==> src/rtl/lcd_char_controller.sv <==
`default_nettype none
// ============================================================================
// Module   : lcd_char_controller
// Brief    : HD44780 16x2 init + byte-write engine with line-wrap commands.
// Revision : 1.0
// ============================================================================
module lcd_char_controller #(
  parameter int POWERUP_CYC = 750000,
  parameter int E_CYC       = 12,
  parameter int CMD_CYC     = 2000,
  parameter int CLEAR_CYC   = 80000
) (
  input  logic       clock,
  input  logic       reset,
  input  logic [7:0] lcd_dataIn,
  input  logic       lcd_writeStart,
  output logic       lcd_initDone,
  output logic       lcd_writeDone,
  output logic       lcd_rs,
  output logic       lcd_rw,
  output logic       lcd_e,
  output logic [7:0] lcd_db
);

  typedef enum logic [2:0] {PWRUP, IDLE, SETUP, PULSE, HOLD, WAIT, DONE} state_t;
  typedef enum logic [1:0] {K_INIT, K_DATA, K_WRAP} kind_t;

  localparam logic [19:0] PWR_LAST   = 20'(POWERUP_CYC - 1);
  localparam logic [19:0] E_LAST     = 20'(E_CYC - 1);
  localparam logic [19:0] CMD_LAST   = 20'(CMD_CYC - 1);
  localparam logic [19:0] CLEAR_LAST = 20'(CLEAR_CYC - 1);
  localparam logic [2:0]  LAST_STEP  = 3'd6;

  state_t      state, state_nxt;
  kind_t       kind, kind_nxt;
  logic [19:0] count, count_nxt;
  logic [2:0]  step, step_nxt;
  logic [4:0]  col, col_nxt;
  logic        long_wait, long_wait_nxt;
  logic        rs, rs_nxt;
  logic [7:0]  db, db_nxt;
  logic        init_done, init_done_nxt;

  logic [2:0]  step_sel;
  logic [7:0]  init_cmd;
  logic        init_long;
  logic [4:0]  col_inc;
  logic [19:0] wait_last;

  // Lookup is indexed by the step about to be issued, not the current one.
  assign step_sel  = (state == WAIT) ? step + 3'd1 : 3'd0;
  assign col_inc   = col + 5'd1;
  assign wait_last = long_wait ? CLEAR_LAST : CMD_LAST;

  always_comb begin
    init_cmd  = 8'h38;
    init_long = 1'b1;
    case (step_sel)
      3'd3:    init_long = 1'b0;
      3'd4:    begin init_cmd = 8'h0C; init_long = 1'b0; end
      3'd5:    init_cmd = 8'h01;
      3'd6:    begin init_cmd = 8'h06; init_long = 1'b0; end
      default: ;
    endcase
  end

  always_ff @(posedge clock or negedge reset) begin
    if (!reset) begin
      state     <= PWRUP;
      kind      <= K_INIT;
      count     <= '0;
      step      <= '0;
      col       <= '0;
      long_wait <= 1'b0;
      rs        <= 1'b0;
      db        <= '0;
      init_done <= 1'b0;
    end else begin
      state     <= state_nxt;
      kind      <= kind_nxt;
      count     <= count_nxt;
      step      <= step_nxt;
      col       <= col_nxt;
      long_wait <= long_wait_nxt;
      rs        <= rs_nxt;
      db        <= db_nxt;
      init_done <= init_done_nxt;
    end
  end

  always_comb begin
    state_nxt     = state;
    kind_nxt      = kind;
    count_nxt     = count + 20'd1;
    step_nxt      = step;
    col_nxt       = col;
    long_wait_nxt = long_wait;
    rs_nxt        = rs;
    db_nxt        = db;
    init_done_nxt = init_done;
    case (state)
      PWRUP: begin
        rs_nxt = 1'b0;
        db_nxt = '0;
        if (count == PWR_LAST) begin
          state_nxt     = SETUP;
          count_nxt     = '0;
          kind_nxt      = K_INIT;
          step_nxt      = '0;
          db_nxt        = init_cmd;
          long_wait_nxt = init_long;
        end
      end
      IDLE: begin
        count_nxt = '0;
        rs_nxt    = 1'b0;
        db_nxt    = '0;
        if (lcd_writeStart) begin
          state_nxt     = SETUP;
          kind_nxt      = K_DATA;
          rs_nxt        = 1'b1;
          db_nxt        = lcd_dataIn;
          long_wait_nxt = 1'b0;
        end
      end
      SETUP: begin
        count_nxt = '0;
        state_nxt = PULSE;
      end
      PULSE: begin
        if (count == E_LAST) begin
          state_nxt = HOLD;
          count_nxt = '0;
        end
      end
      HOLD: begin
        if (count == E_LAST) begin
          state_nxt = WAIT;
          count_nxt = '0;
        end
      end
      WAIT: begin
        if (count == wait_last) begin
          count_nxt = '0;
          state_nxt = DONE;
          case (kind)
            K_INIT: begin
              if (step == LAST_STEP) begin
                state_nxt     = IDLE;
                init_done_nxt = 1'b1;
                rs_nxt        = 1'b0;
                db_nxt        = '0;
              end else begin
                state_nxt     = SETUP;
                step_nxt      = step + 3'd1;
                db_nxt        = init_cmd;
                long_wait_nxt = init_long;
              end
            end
            K_DATA: begin
              col_nxt = col_inc;
              // Entering column 16 or wrapping to 0 needs a DDRAM address set.
              if (col_inc == 5'd16 || col_inc == 5'd0) begin
                state_nxt     = SETUP;
                kind_nxt      = K_WRAP;
                rs_nxt        = 1'b0;
                db_nxt        = (col_inc == 5'd16) ? 8'hC0 : 8'h80;
                long_wait_nxt = 1'b0;
              end
            end
            default: ;
          endcase
        end
      end
      DONE: begin
        state_nxt = IDLE;
        count_nxt = '0;
        rs_nxt    = 1'b0;
        db_nxt    = '0;
      end
      default: state_nxt = PWRUP;
    endcase
  end

  assign lcd_e         = (state == PULSE);
  assign lcd_writeDone = (state == DONE);
  assign lcd_initDone  = init_done;
  assign lcd_rs        = rs;
  assign lcd_db        = db;
  assign lcd_rw        = 1'b0;

endmodule
`default_nettype wire

==> config.mk <==
export PLATFORM = sky130hd
export DESIGN_NAME = lcd_char_controller
export DESIGN_NICKNAME = d
export VERILOG_FILES = /design/src/rtl/lcd_char_controller.sv
export SDC_FILE = /design/constraint.sdc
export NUM_CORES = 1
export LEC_CHECK = 0
export ABC_CLOCK_PERIOD_IN_PS = 2600
export BUFFER_PORTS_ARGS = -buffer_cell sky130_fd_sc_hd__buf_2
export CAP_MARGIN = 20
export CORE_MARGIN = 1
export CORE_UTILIZATION = 55
export DETAILED_ROUTE_END_ITERATION = 12
export PLACE_DENSITY = 0.78
export REMOVE_ABC_BUFFERS = 1
export SYNTH_ARGS = -nofsm -noshare
export SYNTH_HDL_FRONTEND = slang
export SYNTH_SLANG_ARGS = --single-unit
==> constraint.sdc <==
create_clock -name clock -period 2.6 [get_ports clock]
set_input_delay 0.13 -clock clock [delete_from_list [all_inputs] [get_ports clock]]
set_output_delay 0.13 -clock clock [all_outputs]
set_load 0.02 [all_outputs]
After elaboration in Yosys (flattened, before gate mapping) --
Index checks and enable logic that the tools add are counted.
Storage, ports and cells: logic and storage cells 109, register bits after elaboration 44, output and inout port bits 13
Cells by class: mux-type cells 48, equality and inequality tests 29, $add $sub $neg 3, reduce and logical (&&, ||, !) cells 20
Operators by type and width (count):
- case mux 20 bit (4 select lines) | 1
- 2-to-1 mux 20 bit | 3
- 2-to-1 mux 8 bit | 5
- 2-to-1 mux 3 bit | 11
- case mux 8 bit (4 select lines) | 1
- == test 3 bit (second input constant) | 7
- case mux 3 bit (7 select lines) | 1
- adder 20 x 1 -> 20 bit (second input constant) | 1
- == test 20 x 17 -> 1 bit | 1
- == test 20 bit (second input constant) | 1
- == test 20 x 4 -> 1 bit (second input constant) | 1
- case mux 6 bit (3 select lines) | 1
- 2-to-1 mux 17 bit | 1
- case mux 8 bit (2 select lines) | 1
- AND reduction 5 bit | 3
- 2-to-1 mux 2 bit | 6
- case mux 3 bit (2 select lines) | 2
- inequality test 2 x 1 -> 1 bit (second input constant) | 5
- == test 3 x 2 -> 1 bit (second input constant) | 3
- 2-to-1 mux 1 bit | 9
- inequality test 3 bit (second input constant) | 3
- inequality test 2 bit (second input constant) | 4
- AND reduction 4 bit | 2
- 2-to-1 mux 7 bit | 1
- 21 further kinds | 26

Logic depth before layout (Yosys ltp) --
depth in word-level cells 9, depth in mapped cells 8, mapped depth without buffers 7

Worst setup path before layout --
Ideal clock, no wire load.
path type reg-to-reg, start point register count[5], end point register long_wait, path buffers 0, arrival 2113 ps, slack 362 ps, clock period less this slack 2238 ps, stages on the path, launching flop included 7, cell sequence dfrtp_1 -> or4_1 -> and4bb_1 -> o2111ai_4 -> o211ai_2 -> nand3_1 -> mux2_4
Between the ends: longest elaborated chain between the ends 3
Ends and longest elaborated chain:
- start, declared | RTL line 36 | logic [19:0] count, count_nxt;
- start signal, assigned | RTL line 81 | count <= count_nxt;
- == test 20 bit / == test 20 x 17 -> 1 bit (equally long branches) | RTL line 105, 143
- inequality test 2 bit (no line) / inequality test 2 x 1 -> 1 bit (equally long branches)
- AND reduction 7 bit (no line) *
- end signal, assigned | RTL line 84 | long_wait <= long_wait_nxt;
- end, declared | RTL line 39 | logic long_wait, long_wait_nxt;
Mark *: on every way between the ends. The rest lies on a longest branch, timed or not. A chain may end at the register's enable or synchronous reset.

Worst setup path after layout --
Ends and elaborated chain as after synthesis.

==> results.toml <==
[run_status]
outcome = "complete, but fails checks"
violations = "DRC, hold timing"

[placement]
place_ws_ps = 185.8
place_congestion = 0.8556
dp_hpwl_um = 3822
io_buffers = 22
placed_cell_area_um2 = 2659
dp.cells = 345

[global_routing]
busiest_layer = "met1"
grtUsageMet1 = 0.3587
globalRouteTotalUtil = 0.2439
overflow = 0
first_global_vias = 1993
met3_usage = 0.04942
antenna_found_initial = 0
grt_first_pass_wirelength_um = 9280
grt_max_degree = 45
met2_usage = 0.3560

[clock_network]
htree_num_levels = 2
postCtsSetupRepairBufs = 0
cts_buffer_depth = 2
cts_hold_repair.buffers = 0
cts.sinks = 44
cts_root_buffer = "clkbuf_8"
cts_tree = "yes"
ctsResizeCount = 0
clk_pin_slew_ps = 90
numCtsBuffers = 5
clk_latency_ps = 310

[floorplan]
coreArea_um2 = 4354
start_util = 0.5704
die_area_um2 = 4789
die_w_um = 69.20
die_h_um = 69.20
io_pins = 24
fp-row-count = 24

[power]
irDropWorstVdd_uv = 528.5
pwr_density_cell_nw_per_um2 = 818.0
p_leak_nw = 1.242

[setup_path]
crit_fanout = 6
crit_arrival_ps = 2610
worstPathRequired_ps = 2800
worstSetupEndpointType = "flop"
crit_type = "flop to flop"
startpoint_type = "flop"

[timing]
worst_slew_pin_slew_ps = 991.2
whs_ps = -15.27
max-slew-margin-rel = 0.3392
finClkSkew_ps = 13.84
post-route-period-util = 0.9287
setup_slack_ps = 185.3
setup_viol = 0
maxSlewViolCount = 0
max_clock_freq_ghz = 0.4141
finalCriticalPeriod_ps = 2415
rsz0062_at_grt = "false"
finalHoldViolations = 21
finalSetupTns_ps = 0

[synth]
synth_warnings = 0
synthCells = 274
ys_types = 48
syn_area_um2 = 2484
synth_area_per_cell_um2 = 9.064
seq_area_frac_synth = 0.4433
ys_ff_latch = 44

[drt]
avgRoutedWirePerCell_um = 15.34
viasPerCell = 5.779
num_vias = 2040
totalWireLength_um = 5416
postRouteAntennaNets = 0
drc = 1
drt_first_pass_iters = 8
drtIter0Drc = 251

[final_layout]
final_cell_area_um2 = 2749
instances_no_fill = 353
drive_gt1_frac = 0.1395
antenna_cells = 0
layout.nets = 315
final_core_util = 0.6313
syn_to_final_growth_pct = 10.68

[job]
max_cap_violations = 0

[worst_hold_path]
hp-class = "input port to async pin"
-- cell type report --
type / instances / area (µm²)
Clock buffer: 8 / 90.09
Fill cell: 369 / 1605
Multi-Input combinational cell: 214 / 1311
Tap cell: 52 / 65.06
Timing Repair Buffer: 28 / 155.1
Inverter: 7 / 26.28
Sequential cell: 44 / 1101
-- through the flow --
step / total power, mW / hold slack [ps]
floorplan: 1.503 / -165.6
global placement: 1.782 / 338.3
detailed placement: 1.805 / 342.1
CTS: 2.255 / 13.04
global route: 2.388 / 57.43
finish: 2.249 / -15.27
-- power by group --
part	switching [mW]	internal, mW
Combinational	0.519	0.334
Clock	0.232	0.217
Sequential	0.126	0.822
-- synth_stat cells, drive strengths merged --
cell,n,area share
nor4bb,1,0.0040
and4bb,1,0.0050
a21oi,22,0.044
a22oi,1,0.0030
inv,7,0.011
nand4,8,0.020
and3,6,0.015
or3,3,0.0076
nor4,5,0.015
o32ai,1,0.0035
clkbuf,4,0.0060
a32oi,1,0.0035
o211ai,2,0.0081
ha,4,0.020
mux2,2,0.012
nor2,46,0.070
and3b,2,0.0071
o311ai,1,0.0035
and2,1,0.0025
o2111ai,1,0.011
nand2b,3,0.0076
a211oi,1,0.0030
o31ai,1,0.0030
nor3,2,0.0040
buf,5,0.012
o2111a,1,0.0045
xnor2,10,0.035
xor2,15,0.053
a211o,1,0.0035
conb,1,0.0015
nand3,17,0.036
dfrtp,44,0.44
or4,2,0.0060
or4b,1,0.0040
nor2b,6,0.015
o21ai,11,0.027
a41o,1,0.0040
nand2,24,0.036
a21o,2,0.0060
mux2i,1,0.0040
o22ai,2,0.0050
o41ai,1,0.0035
and4,3,0.011
-- metal layers --
| metal | vias up | wire length, µm | part of all wire |
|---|---|---|---|
| li1 | 1013 | - | - |
| met1 | 974 | 2612 | 0.48 |
| met2 | 46 | 2506 | 0.46 |
| met3 | 7 | 217 | 0.040 |
| met4 | 0 | 80 | 0.015 |
| met5 | - | 0 | 0 |
-- cells by family (layout without fill, tap and decap cells) --
family          Yosys count  after routing  share of synthesized area
compound gates           50             50                     0.1360
xor+xnor                 25             25                    0.08816
fa+ha+maj                 4              4                    0.02015
buf+inv                  16             43                    0.02871
flops                    44             44                     0.4433
mux                       3              3                    0.01612
other cells               1              1                   0.001510
simple gates            131            131                     0.2660
-- flip-flops by register name, summed over array words and instances, names as in the netlist --
| name | flops |
|---|---|
| kind | 2 |
| lcd_initDone | 1 |
| state | 3 |
| lcd_rs | 1 |
| count | 20 |
| step | 3 |
| long_wait | 1 |
| lcd_db | 8 |
| col | 5 |
-- worst max-delay path, cell delays in order (launching register included) --
cell and delay [ps]:
dfrtp_1 440, or4_1 560, and4bb_1 360, o2111ai_4 200
o211ai_2 280, nand3_1 140, mux2_4 320
-- path summary, 6_finish.rpt --
path | start | endpoint | slack, ps | cells past startpoint
min in group clock | lcd_dataIn[3] | lcd_db[3] | 120 | 3
hold reg to reg | lcd_initDone | lcd_initDone | 460 | 2
setup / recovery | count[5] | long_wait | 190 | 6
max in group asynchronous | reset | count[6] | 2000 | 1
hold / removal | reset | step[0] | -20 | 1
setup reg to reg | count[5] | long_wait | 190 | 6
-- layout by cell type, fill, tap and decap left out, drive strengths merged, types with 2 or more instances in the layout --
| cell | n |
|---|---|
| a21o | 2 |
| a21oi | 22 |
| and3 | 6 |
| and3b | 2 |
| and4 | 3 |
| buf | 28 |
| clkbuf | 8 |
| dfrtp | 44 |
| ha | 4 |
| inv | 7 |
| mux2 | 2 |
| nand2 | 24 |
| nand2b | 3 |
| nand3 | 17 |
| nand4 | 8 |
| nor2 | 46 |
| nor2b | 6 |
| nor3 | 2 |
| nor4 | 5 |
| o211ai | 2 |
| o21ai | 11 |
| o22ai | 2 |
| or3 | 3 |
| or4 | 2 |
| xnor2 | 10 |
| xor2 | 15 |
(Power assumes the default switching activity.)
